**config.mk**
```make
export PLATFORM = sky130hd
export DESIGN_NAME = stage_instruction_decode
export DESIGN_NICKNAME = d
export VERILOG_FILES = /design/src/rtl/stage_instruction_decode.sv
export SDC_FILE = /design/constraint.sdc
export NUM_CORES = 2
export LEC_CHECK = 0
export ABC_AREA = 1
export CELL_PAD_IN_SITES_DETAIL_PLACEMENT = 0
export CELL_PAD_IN_SITES_GLOBAL_PLACEMENT = 1
export CORE_MARGIN = 2
export CORE_UTILIZATION = 36
export CTS_BUF_LIST = sky130_fd_sc_hd__clkbuf_4
export DETAILED_ROUTE_END_ITERATION = 10
export GPL_TIMING_DRIVEN = 0
export PLACE_DENSITY_LB_ADDON = 0.1
export SLEW_MARGIN = 25
export SYNTH_ARGS = -nofsm -noshare
export SYNTH_HDL_FRONTEND = slang
export SYNTH_SLANG_ARGS = --single-unit
```
**constraint.sdc**
```tcl
create_clock -name clk -period 3.8 [get_ports clk]
set_input_delay 0.76 -clock clk [delete_from_list [all_inputs] [get_ports clk]]
set_output_delay 0.76 -clock clk [all_outputs]
set_load 0.005 [all_outputs]
```
**src/rtl/stage_instruction_decode.sv**
```systemverilog
// RV32I decode stage: 32x32 register file with write-through bypass, control and
// immediate decode, and the DE/EX pipeline register feeding execute.
module stage_instruction_decode #(
  parameter int RESET_CLEARS_RF = 1
) (
  input  logic        clk,
  input  logic        reset,
  input  logic [31:0] de_instr,
  input  logic [31:0] de_pc,
  input  logic [31:0] de_pc_plus4,
  input  logic        ex_stall,
  input  logic        ex_clear,
  input  logic        wb_reg_write,
  input  logic [4:0]  wb_rd,
  input  logic [31:0] wb_result,
  output logic [4:0]  de_rs1,
  output logic [4:0]  de_rs2,
  output logic [31:0] ex_rd1,
  output logic [31:0] ex_rd2,
  output logic [31:0] ex_imm,
  output logic [31:0] ex_pc,
  output logic [31:0] ex_pc_plus4,
  output logic [4:0]  ex_rs1,
  output logic [4:0]  ex_rs2,
  output logic [4:0]  ex_rd,
  output logic        ex_reg_write,
  output logic [1:0]  ex_result_src,
  output logic        ex_mem_write,
  output logic        ex_mem_read,
  output logic        ex_branch,
  output logic        ex_jump,
  output logic        ex_jalr,
  output logic [3:0]  ex_alu_ctrl,
  output logic [1:0]  ex_alu_src_a,
  output logic        ex_alu_src_b,
  output logic [2:0]  ex_funct3,
  output logic        ex_illegal
);

  localparam logic [6:0] OP_LUI    = 7'b0110111;
  localparam logic [6:0] OP_AUIPC  = 7'b0010111;
  localparam logic [6:0] OP_JAL    = 7'b1101111;
  localparam logic [6:0] OP_JALR   = 7'b1100111;
  localparam logic [6:0] OP_BRANCH = 7'b1100011;
  localparam logic [6:0] OP_LOAD   = 7'b0000011;
  localparam logic [6:0] OP_STORE  = 7'b0100011;
  localparam logic [6:0] OP_IMM    = 7'b0010011;
  localparam logic [6:0] OP_REG    = 7'b0110011;

  typedef struct packed {
    logic [31:0] rd1;
    logic [31:0] rd2;
    logic [31:0] imm;
    logic [31:0] pc;
    logic [31:0] pc_plus4;
    logic [4:0]  rs1;
    logic [4:0]  rs2;
    logic [4:0]  rd;
    logic        reg_write;
    logic [1:0]  result_src;
    logic        mem_write;
    logic        mem_read;
    logic        branch;
    logic        jump;
    logic        jalr;
    logic [3:0]  alu_ctrl;
    logic [1:0]  alu_src_a;
    logic        alu_src_b;
    logic [2:0]  funct3;
    logic        illegal;
  } de_ex_t;

  function automatic logic [3:0] alu_op(input logic [2:0] f3, input logic alt);
    case (f3)
      3'b000:  alu_op = alt ? 4'd1 : 4'd0;
      3'b001:  alu_op = 4'd7;
      3'b010:  alu_op = 4'd5;
      3'b011:  alu_op = 4'd6;
      3'b100:  alu_op = 4'd4;
      3'b101:  alu_op = alt ? 4'd9 : 4'd8;
      3'b110:  alu_op = 4'd3;
      3'b111:  alu_op = 4'd2;
      default: alu_op = 4'd0;
    endcase
  endfunction

  logic [31:0] rf_q [32];
  logic [6:0]  opcode_s;
  logic [2:0]  funct3_s;
  logic [6:0]  funct7_s;
  logic [31:0] imm_i_s, imm_s_s, imm_b_s, imm_j_s, imm_u_s;
  logic [31:0] rd1_s, rd2_s;
  logic        illegal_s;
  de_ex_t      de_ex_d, ex_q;

  assign opcode_s = de_instr[6:0];
  assign funct3_s = de_instr[14:12];
  assign funct7_s = de_instr[31:25];
  assign de_rs1   = de_instr[19:15];
  assign de_rs2   = de_instr[24:20];

  assign imm_i_s = {{20{de_instr[31]}}, de_instr[31:20]};
  assign imm_s_s = {{20{de_instr[31]}}, de_instr[31:25], de_instr[11:7]};
  assign imm_b_s = {{20{de_instr[31]}}, de_instr[7], de_instr[30:25], de_instr[11:8], 1'b0};
  assign imm_j_s = {{12{de_instr[31]}}, de_instr[19:12], de_instr[20], de_instr[30:21], 1'b0};
  assign imm_u_s = {de_instr[31:12], 12'h000};

  // A same-cycle writeback to the read index wins over the stored value.
  assign rd1_s = (de_rs1 == 5'd0) ? 32'd0 :
                 (wb_reg_write && (wb_rd == de_rs1)) ? wb_result : rf_q[de_rs1];
  assign rd2_s = (de_rs2 == 5'd0) ? 32'd0 :
                 (wb_reg_write && (wb_rd == de_rs2)) ? wb_result : rf_q[de_rs2];

  // Register file writes; reset drops any writeback presented alongside it.
  always_ff @(posedge clk) begin
    if (reset) begin
      if (RESET_CLEARS_RF != 0) begin
        for (int i = 0; i < 32; i++) rf_q[i] <= 32'd0;
      end
    end else if (wb_reg_write && (wb_rd != 5'd0)) begin
      rf_q[wb_rd] <= wb_result;
    end
  end

  always_comb begin
    illegal_s = 1'b0;
    case (opcode_s)
      OP_LUI, OP_AUIPC, OP_JAL: illegal_s = 1'b0;
      OP_JALR:   illegal_s = (funct3_s != 3'b000);
      OP_BRANCH: illegal_s = (funct3_s == 3'b010) || (funct3_s == 3'b011);
      OP_LOAD:   illegal_s = (funct3_s == 3'b011) || (funct3_s[2:1] == 2'b11);
      OP_STORE:  illegal_s = funct3_s[2] || (funct3_s == 3'b011);
      OP_IMM:    illegal_s = ((funct3_s == 3'b001) && (funct7_s != 7'h00)) ||
                             ((funct3_s == 3'b101) && (funct7_s != 7'h00) && (funct7_s != 7'h20));
      OP_REG:    illegal_s = !((funct7_s == 7'h00) ||
                               ((funct7_s == 7'h20) && ((funct3_s == 3'b000) || (funct3_s == 3'b101))));
      // The all-zero flush bubble is a legal NOP.
      default:   illegal_s = (de_instr != 32'd0);
    endcase
  end

  always_comb begin
    de_ex_d          = '0;
    de_ex_d.rd1      = rd1_s;
    de_ex_d.rd2      = rd2_s;
    de_ex_d.pc       = de_pc;
    de_ex_d.pc_plus4 = de_pc_plus4;
    de_ex_d.rs1      = de_rs1;
    de_ex_d.rs2      = de_rs2;
    de_ex_d.rd       = de_instr[11:7];
    if (illegal_s) begin
      de_ex_d.illegal = 1'b1;
    end else begin
      de_ex_d.funct3 = funct3_s;
      case (opcode_s)
        OP_LUI: begin
          de_ex_d.reg_write = 1'b1; de_ex_d.alu_src_a = 2'b10; de_ex_d.alu_src_b = 1'b1;
          de_ex_d.imm = imm_u_s;
        end
        OP_AUIPC: begin
          de_ex_d.reg_write = 1'b1; de_ex_d.alu_src_a = 2'b01; de_ex_d.alu_src_b = 1'b1;
          de_ex_d.imm = imm_u_s;
        end
        OP_JAL: begin
          de_ex_d.reg_write = 1'b1; de_ex_d.result_src = 2'b10; de_ex_d.jump = 1'b1;
          de_ex_d.alu_src_a = 2'b01; de_ex_d.alu_src_b = 1'b1; de_ex_d.imm = imm_j_s;
        end
        OP_JALR: begin
          de_ex_d.reg_write = 1'b1; de_ex_d.result_src = 2'b10; de_ex_d.jump = 1'b1;
          de_ex_d.jalr = 1'b1; de_ex_d.alu_src_b = 1'b1; de_ex_d.imm = imm_i_s;
        end
        OP_BRANCH: begin
          de_ex_d.branch = 1'b1; de_ex_d.alu_ctrl = 4'd1; de_ex_d.imm = imm_b_s;
        end
        OP_LOAD: begin
          de_ex_d.reg_write = 1'b1; de_ex_d.result_src = 2'b01; de_ex_d.mem_read = 1'b1;
          de_ex_d.alu_src_b = 1'b1; de_ex_d.imm = imm_i_s;
        end
        OP_STORE: begin
          de_ex_d.mem_write = 1'b1; de_ex_d.alu_src_b = 1'b1; de_ex_d.imm = imm_s_s;
        end
        OP_IMM: begin
          de_ex_d.reg_write = 1'b1; de_ex_d.alu_src_b = 1'b1; de_ex_d.imm = imm_i_s;
          de_ex_d.alu_ctrl  = alu_op(funct3_s, de_instr[30] && (funct3_s == 3'b101));
        end
        OP_REG: begin
          de_ex_d.reg_write = 1'b1;
          de_ex_d.alu_ctrl  = alu_op(funct3_s, de_instr[30]);
        end
        default: de_ex_d.funct3 = 3'b000;
      endcase
    end
  end

  // DE/EX register: reset, then bubble, then hold, then load.
  always_ff @(posedge clk) begin
    if (reset || ex_clear) begin
      ex_q <= '0;
    end else if (!ex_stall) begin
      ex_q <= de_ex_d;
    end
  end

  assign ex_rd1        = ex_q.rd1;
  assign ex_rd2        = ex_q.rd2;
  assign ex_imm        = ex_q.imm;
  assign ex_pc         = ex_q.pc;
  assign ex_pc_plus4   = ex_q.pc_plus4;
  assign ex_rs1        = ex_q.rs1;
  assign ex_rs2        = ex_q.rs2;
  assign ex_rd         = ex_q.rd;
  assign ex_reg_write  = ex_q.reg_write;
  assign ex_result_src = ex_q.result_src;
  assign ex_mem_write  = ex_q.mem_write;
  assign ex_mem_read   = ex_q.mem_read;
  assign ex_branch     = ex_q.branch;
  assign ex_jump       = ex_q.jump;
  assign ex_jalr       = ex_q.jalr;
  assign ex_alu_ctrl   = ex_q.alu_ctrl;
  assign ex_alu_src_a  = ex_q.alu_src_a;
  assign ex_alu_src_b  = ex_q.alu_src_b;
  assign ex_funct3     = ex_q.funct3;
  assign ex_illegal    = ex_q.illegal;

endmodule
```
==> summary.txt <==
Status
  – Run status: finished, final reports clean

Die
  – Core Area: 185000 um^2
  – Initial Util: 36.2%
  – DIE WIDTH: 435 um
  – Num ports: 342
  – Die Y-Extent: 435 um
  – Std-Cell Rows: 158
  – Die ar.: 189000 um^2

Final layout
  – Area growth from synthesis to layout: 18.4%
  – Design area: 79200 um^2
  – Final net count: 9613
  – Share of cells above drive strength 1: 11.6%

STA
  – Worst slew margin: 18.6%
  – Fin crit share: 91.1%
  – Hold Vio Cnt, Final: 0
  – Worst Tran Pin Value: 1.22 ns
  – RSZ-0062 raised after global routing: false
  – Clock skew: 0.0905 ns
  – Fmax: 0.289 GHz
  – Final Setup Violations: 0
  – Final worst path period need: 3.46 ns
  – Slew Limit Fails: 0

Setup path
  – Crit end category: primary output
  – Sequence of cells on the critical path: clkdlybuf4s50_1
  – Flop2flop setup slack: 1.79 ns
  – Max stage delay cell, worst path: dfxtp_1
  – Worst Path Arrival: 2.70 ns
  – CP Buf/Inv Count: 1
  – CP max FO: 2
  – Worst EP required: 3.04 ns
  – Crit path kind: flip-flop to primary output
  – CP top delay family: flip-flops
  – Max incr delay on CP: 0.62 ns
  – CP startpoint kind: flip-flop

Synth
  – Cell area after synthesis: 66900 um^2
  – Count of cell types in the netlist: 34
  – Syn avg cell area: 7.73 um^2
  – Main synth FF type: edfxtp_1
  – Post-synthesis sequential area ratio: 51.7%
  – Post-synth EDFFs: 1024
  – Synth async-reset ratio: 0%
  – #FFs+latches synth: 1217
  – Synth warn: 0
  – Mapped Cells: 8654

Placed design
  – Area after DPL: 74000 um^2
  – Final GP Congestion: 1.03
  – Post-DP HPWL: 294000 um
  – PortBufs: 328

Routing
  – DRT iter0 DRCs: 10.2k
  – TritonRoute pass-1 iters: 8
  – Vias: 69.5k
  – Residual antenna-violating net count after detailed routing: 0
  – DRC viols: 0
  – DR WL/cell: 32.8 um
  – Vias per cell: 5.69
  – Final wirelength: 401000 um

Worst hold path
  – Worst min path class: input port to flip-flop

Power
  – Leak: 34.2 nW
  – Maximum vdd drop: 0.283 mV
  – Pwr dens: 433 nW/um^2
  – Pwr Total: 34.3 mW

CTS
  – Setup Buffers After CTS: 0
  – Num CTS Buffers: 370
  – Worst-skew pair later-pin latency: 1.48 ns
  – Hold-fix buffers at CTS: 70
  – Resize count post-CTS: 0
  – Root Driver: clkbuf_4
  – Clock sinks: 1217
  – Reg clk slew, reported paths: 0.07 ns
  – H-tree levels: 5
  – Longest Clk Path Bufs: 4
  – CTS tree: built

Global route
  – Initial antenna violation count: 19
  – First-pass GRT wire length: 530000 um
  – Tot GR Track Use: 40.9%
  – Vias in the first global route: 64.5k
  – Largest net degree at the start of global routing: 33
  – Overflow left after global routing: 0

Flow run
  – Max Cap Violations: 0
## state kept, by name (all words and copies together) (netlist names), 4 cells and up
name,count
rf_q,1024
ex_imm,32
ex_pc,32
ex_pc_plus4,32
ex_rd1,32
ex_rd2,32
ex_rd,5
ex_rs1,5
ex_rs2,5
ex_alu_ctrl,4
## area by class of cell
class	instances	area (um^2)
clock buffer	544	4080
multi-input combinational	5891	26000
sequential	1217	34600
clock inverter	77	353
inverter	865	3250
fill	19339	106000
antenna	12	30.0
buffer	712	3440
tap	2480	3100
timing repair buffer	418	4380
## power by group
part           total, mW  switching [mW]  internal, mW
registers           15.4           0.315          15.1
logic               5.77            4.38          1.38
clock network       13.1            6.47          6.60
total               34.3            11.2          23.1
## routing by layer
metal | track usage, % | wire [um]
met1 | 49.9 | 147000
met2 | 60.3 | 168000
met4 | 35.6 | 41200
met5 | 0 | 62
met3 | 10.1 | 44200
## kinds of logic after synthesis
| logic type | count (synthesis) | share of synthesized area, % |
|---|---|---|
| other | 1 | 0.00560 |
| buffers and inverters | 1577 | 9.89 |
| AND/OR/NAND/NOR | 4920 | 30.0 |
| XOR/XNOR | 4 | 0.0523 |
| AO/OA/AOI/OAI | 935 | 8.34 |
| flip-flops | 1217 | 51.7 |
## stage by stage
stage | setup slack (ns) | util (%) | std cells | hold slack, ns | TNS, ns
3_5_place_dp | -0.770 | 40.0 | 11512 | 0.446 | -396.90
2_1_floorplan | 0.850 | - | 8685 | 0.453 | 0
5_1_grt | 0.364 | 42.8 | 12207 | 0.103 | 0
6_report | 0.339 | 42.8 | 12216 | 0.122 | 0
3_3_place_gp | -2.21 | 39.7 | 11493 | 0.448 | -1598.05
4_1_cts | 0.323 | 42.8 | 12203 | 0.0182 | 0
## worst min-delay path: stages
cell	delay, ns
clkdlybuf4s50_1	0.48
nor2_1	0.15
nor2_1	0.05
nand2_1	0.06
a21oi_1	0.05
## synthesized netlist by cell type (18+ instances only)
cell      number  share of area [%]
buf_2        319                2.4
nand3_2       25               0.37
nor3_1        18               0.13
nand2_1     2441                 14
buf_1         58               0.33
clkbuf_1     270                1.5
o211ai_1     353                4.0
inv_1        848                4.8
a21oi_1      433                3.2
edfxtp_1    1024                 46
nand3_1     1004                7.5
o21ai_0      138                1.0
nor2_1      1395                7.8
nor2_2        21               0.20
dfxtp_1      193                5.8
buf_4         51               0.57
## final timing paths
check                                          startpoint                      end  depth (start not counted)
worst max-delay path              ex_rd1[28]$_SDFFE_PP0N_               ex_rd1[28]                          1
worst min-delay path                        wb_result[21]  ex_rd2[21]$_SDFFE_PP0N_                          5
worst max register to register  rf_q[5][16]$_SDFFCE_PN0P_  ex_rd2[16]$_SDFFE_PP0N_                         12
worst min register to register    ex_illegal$_SDFFE_PP0N_  ex_illegal$_SDFFE_PP0N_                          2
## layout by cell type, fill, tap and decap left out, drive strengths merged
master	Yosys	final
a311oi	1	1
edfxtp	1024	1024
dfxtp	193	193
clkbuf	270	815
nand3	1031	1031
nand2	2449	2449
a211oi	1	1
bufinv	0	2
o21a	2	2
o21ai	141	141
o22ai	4	4
o211ai	353	353
xor2	4	4
clkdlybuf4s50	0	328
buf	442	461
inv	863	866
clkinv	2	73
clkinvlp	0	1
dlygate4sd3	0	70
diode	0	12
conb	1	32
nand4	2	2
nor2	1418	1418
nor3	20	20
a21oi	433	433
Note: power is estimated with default switching activity, not from simulation.
